===== src/rtl/matmul_seq.sv =====
// Operand/result sequencer for the 2x2 systolic matmul array: loads A and B as a byte
// stream, feeds skewed rows/columns into the array, captures C and streams it back out.
module matmul_seq (
  input  logic        clk,
  input  logic        rst_n,
  input  logic [7:0]  in_data,
  input  logic        in_valid,
  output logic        in_ready,
  output logic [7:0]  out_data,
  output logic        out_valid,
  input  logic        out_ready,
  output logic        busy,
  output logic        mm_start,
  output logic [7:0]  mm_a1,
  output logic [7:0]  mm_a2,
  output logic [7:0]  mm_b1,
  output logic [7:0]  mm_b2,
  input  logic [15:0] mm_out1,
  input  logic [15:0] mm_out2,
  input  logic [15:0] mm_out3,
  input  logic [15:0] mm_out4
);

  localparam logic [2:0] S_LOAD  = 3'd0;
  localparam logic [2:0] S_START = 3'd1;
  localparam logic [2:0] S_F0    = 3'd2;
  localparam logic [2:0] S_F1    = 3'd3;
  localparam logic [2:0] S_F2    = 3'd4;
  localparam logic [2:0] S_F3    = 3'd5;
  localparam logic [2:0] S_CAP   = 3'd6;
  localparam logic [2:0] S_SEND  = 3'd7;

  logic [2:0]      r_state;
  logic [2:0]      w_state_d;
  logic [2:0]      r_cnt;
  logic [2:0]      r_scnt;
  // Slots 0..7: a11, a12, a21, a22, b11, b12, b21, b22
  logic [7:0][7:0] r_op;
  // Bytes 0..7: C11 lo/hi, C12 lo/hi, C21 lo/hi, C22 lo/hi
  logic [7:0][7:0] r_res;

  logic w_load_hs;
  logic w_send_hs;

  assign in_ready  = (r_state == S_LOAD);
  assign busy      = (r_state != S_LOAD);
  assign out_valid = (r_state == S_SEND);
  assign out_data  = (r_state == S_SEND) ? r_res[r_scnt] : 8'd0;

  assign w_load_hs = in_valid && in_ready;
  assign w_send_hs = out_valid && out_ready;

  always_comb begin
    w_state_d = r_state;
    case (r_state)
      S_LOAD:  if (w_load_hs && (r_cnt == 3'd7)) w_state_d = S_START;
      S_START: w_state_d = S_F0;
      S_F0:    w_state_d = S_F1;
      S_F1:    w_state_d = S_F2;
      S_F2:    w_state_d = S_F3;
      S_F3:    w_state_d = S_CAP;
      S_CAP:   w_state_d = S_SEND;
      S_SEND:  if (w_send_hs && (r_scnt == 3'd7)) w_state_d = S_LOAD;
      default: w_state_d = S_LOAD;
    endcase
  end

  // Skewed feed: row 2 / column 2 lag row 1 / column 1 by one cycle.
  always_comb begin
    mm_start = 1'b0;
    mm_a1    = 8'd0;
    mm_b1    = 8'd0;
    mm_a2    = 8'd0;
    mm_b2    = 8'd0;
    case (r_state)
      S_START: mm_start = 1'b1;
      S_F0: begin
        mm_a1 = r_op[0];
        mm_b1 = r_op[4];
      end
      S_F1: begin
        mm_a1 = r_op[1];
        mm_b1 = r_op[6];
        mm_a2 = r_op[2];
        mm_b2 = r_op[5];
      end
      S_F2: begin
        mm_a2 = r_op[3];
        mm_b2 = r_op[7];
      end
      default: ;
    endcase
  end

  // Both counters are 3 bits and wrap to 0 after the eighth byte.
  always_ff @(posedge clk or negedge rst_n) begin
    if (!rst_n) begin
      r_state <= S_LOAD;
      r_cnt   <= 3'd0;
      r_scnt  <= 3'd0;
      r_op    <= '0;
      r_res   <= '0;
    end else begin
      r_state <= w_state_d;
      if (w_load_hs) begin
        r_op[r_cnt] <= in_data;
        r_cnt       <= r_cnt + 3'd1;
      end
      if (r_state == S_CAP) begin
        r_res <= {mm_out4, mm_out3, mm_out2, mm_out1};
      end
      if (w_send_hs) begin
        r_scnt <= r_scnt + 3'd1;
      end
    end
  end

endmodule


===== config.mk =====
export PLATFORM = sky130hd
export DESIGN_NAME = matmul_seq
export DESIGN_NICKNAME = d
export VERILOG_FILES = /design/src/rtl/matmul_seq.sv
export SDC_FILE = /design/constraint.sdc
export NUM_CORES = 1
export LEC_CHECK = 0
export CAP_MARGIN = 10
export CORE_UTILIZATION = 45
export CTS_BUF_LIST = sky130_fd_sc_hd__clkbuf_4 sky130_fd_sc_hd__clkbuf_8
export DETAILED_ROUTE_END_ITERATION = 16
export PLACE_DENSITY = 0.71
export SLEW_MARGIN = 20
export SYNTH_ARGS = -nofsm -noshare
export SYNTH_HDL_FRONTEND = slang
export SYNTH_SLANG_ARGS = --single-unit

===== constraint.sdc =====
create_clock -name clk -period 2.2 [get_ports clk]
set_input_delay 0.44 -clock clk [delete_from_list [all_inputs] [get_ports clk]]
set_output_delay 0.44 -clock clk [all_outputs]
set_load 0.05 [all_outputs]

==> flow_metrics.py <==
metrics = {
    "floorplanning": {
        "rows": 42,
        "dieArea_um2": 14180,
        "coreArea_um2": 13300,
        "io_pins": 120,
        "die_h_um": 119.1,
        "start_util_pct": 46.40,
        "die_x_um": 119.1,
    },
    "yosys": {
        "ys_seq_elements": 137,
        "synth.largest_area_cell": "dfrtp_1",
        "synth_ff_type": "dfrtp_1",
        "yosysMostFrequentCell": "dfrtp_1",
        "synth_common_cells": "dfrtp_1, mux2_2, a22o_1, mux2i_1, a22oi_1",
        "synth_fp_nets": 511,
        "synth_cell_types": 31,
        "synthesis.area_um2": 6168,
        "syn_area_per_cell_um2": 14.31,
        "synth.area.top_cells": "dfrtp_1, mux2_2, mux2i_1, a22o_1, a22oi_1",
        "syn_inst": 431,
        "synthArstFlopShare_pct": 100.0,
        "synth-edff-count": 0,
        "synth.yosys.seq_area_share_pct": 55.58,
        "synth_top_area_share_pct": 55.58,
        "ys_warn_count": 0,
    },
    "clocking": {
        "cts_buffer_depth": 2,
        "cts_root_buf": "clkbuf_8",
        "clock-sinks": 137,
        "clkSlewWorstSetupHoldPaths_ns": 0.07,
        "insertion_delay_ns": 0.45,
        "ctsHtreeMaxLevel": 4,
        "cts_tree": "done",
        "cts_made_buffers": 17,
    },
    "finish": {
        "fin_util_pct": 69.99,
        "register_area_um2": 3431,
        "fin_nets": 664,
        "fillers": 858,
        "multi_input_area_um2": 3019,
        "syn2layout_area_growth_pct": 50.85,
        "drive_gt1_share_pct": 52.09,
        "antenna_cells": 0,
    },
    "sta": {
        "drv_slew": 0,
        "min_period_ns": 2.298,
        "fin_skew_ns": 0.008410,
        "fin_crit_sh_pct": 104.4,
        "max-slew-margin-rel_pct": 58.85,
        "setup_violations": 41,
        "worst_pin_slew_ns": 0.6172,
        "setup_ws_ns": -0.09762,
        "fmax_ghz": 0.4352,
        "timing.hold.ws_ns": 0.5052,
        "hold_viol_final": 0,
        "rsz0062_at_grt": "true",
    },
    "power": {
        "p_leak_nw": 4.264,
        "peakVddDrop_uv": 663.2,
        "p_per_area_nw_per_um2": 1195,
        "power_w": 0.01112,
    },
    "place": {
        "portBuffers": 119,
        "gp_congestion": 0.7943,
        "dpl.hpwl_mm": 9.678,
    },
    "worst_setup_path": {
        "cp-end-kind": "output pin",
        "required_ns": 1.76,
        "critPathSlowestCell": "dfrtp_2",
        "critPathMaxStageDelay_ns": 0.42,
        "path_delay_family": "flip-flops",
        "cp-start-kind": "flip-flop",
        "crit_path_max_fanout": 20,
        "worstPathArrival_ns": 1.86,
        "crit_top_cell": "buf_12",
        "path_buf_inv": 2,
        "path_cells": "buf_12, mux2i_2, a22oi_2, and3_1, buf_12",
        "critPathKind": "flip-flop to output pin",
    },
    "drt": {
        "drtPass1Iterations": 4,
        "antenna_left": 0,
        "wl_per_cell_um": 19.29,
        "drcViolationCount": 0,
        "via_count": 4111,
        "drt_first_iter_violations": 232,
        "wirelength_mm": 14.91,
        "vias_per_cell": 5.318,
    },
    "grt": {
        "grt_overflow": 0,
        "antenna_found_initial": 0,
        "grt_max_degree": 44,
        "grt.total_usage_pct": 22.25,
        "grt_pass1_vias": 4426,
        "grt_pass1_wl_mm": 23.76,
    },
    "outcome": {
        "violations": "negative setup slack",
        "status": "finished, violations left",
    },
    "hold_path": {
        "hold_class": "flip-flop to flip-flop",
    },
    "flow_run": {
        "cap_violations": 0,
    },
}
## worst paths after layout
check / from / depth (start not counted) / slack, ns / end
worst max-delay path: r_scnt[1] / 5 / -0.1 / out_data[0]
worst min-delay path: r_res[39] / 1 / 0.51 / r_res[39]
worst max register to register: r_state[0] / 7 / 0 / r_op[39]
worst min register to register: r_res[39] / 1 / 0.51 / r_res[39]
max in group asynchronous: rst_n / 3 / 1.01 / r_res[39]
min in group asynchronous: rst_n / 2 / 0.53 / r_res[11]
## what timing repair did
item	4_1_cts	5_1_grt
endpoints found under the setup margin	41	71
cloned	4	0
hold buffers	1	0
gates resized for setup	66	24
buffers inserted	8	6
pin swaps	23	12
endpoints found under the hold margin	32	0
## flip-flops by register name, indices dropped and copies added, names as in the netlist
signal   cells
r_res       64
r_scnt       3
r_cnt        3
r_op        64
r_state      3
## through the flow
stage,cells,worst slack [ns],cell area [um^2],TNS [ns]
after floorplan,431,0.008174,6187,0
after global placement,722,-0.2412,8188,-6.401
after detailed placement,722,-0.2793,8188,-7.459
after CTS,767,-0.1466,9168,-3.303
after global routing,773,-0.1837,9305,-6.010
final,773,-0.09762,9305,-2.312
## layout make-up
| class | instances | area share (%) |
|---|---|---|
| flip-flops and latches | 137 | 36.87 |
| multi-input cells | 264 | 32.45 |
| clock inverters | 12 | 1.788 |
| repair buffers | 162 | 23.53 |
| inverters | 2 | 0.1076 |
| clock buffers | 20 | 2.891 |
| well taps | 176 | 2.367 |
## per-layer routing
layer  part of all wire [%]  track usage [%]  up-vias  routed length [um]
met2                     51            37.65      103                7612
li1                       -                -     1915                   -
met3                    5.2            6.130       12                 773
met1                     43            27.44     2081                6387
met4                   0.90            7.199        0                 134
met5                      0                0        -                   0
## worst register-to-register path, stage by stage, from the launching register on
cell     delay, ns
dfrtp_1       0.42
buf_6         0.13
buf_6         0.11
or4b_4        0.49
buf_8         0.16
nor4b_4       0.28
buf_6         0.20
mux2_4        0.31
## layout by cell type (no fill, tap or decap), types with 8 or more instances in the layout
master           netlist  layout
dfrtp_1              137     135
a22o_4                 0      30
mux2i_1               32      29
clkdlybuf4s50_1        0      74
buf_4                  1      17
buf_12                 0      54
nand2_1               10       9
buf_6                  0      11
mux2_2               130     122
clkbuf_8               0      19
mux2_4                 0       8
a22oi_1               16      11
## power by group
group	total [W]	internal (W)	switching (W)
registers	0.00362	0.00321	0.000414
clock network	0.00221	0.00121	0.000999
logic	0.00529	0.00280	0.00249
total	0.0111	0.00722	0.00390
## cells by family (layout without fill, tap and decap cells)
kind of cell / count (synthesis) / in the layout / synth area share, %
buffers and inverters: 30 / 196 / 2.089
AO/OA/AOI/OAI: 54 / 54 / 7.039
multiplexers: 162 / 162 / 28.92
adder cells (fa/ha/maj): 4 / 4 / 0.8114
XOR/XNOR: 2 / 2 / 0.2840
flip-flops: 137 / 137 / 55.58
AND/OR/NAND/NOR: 42 / 42 / 5.274
Power figures use the tool's default switching activity.
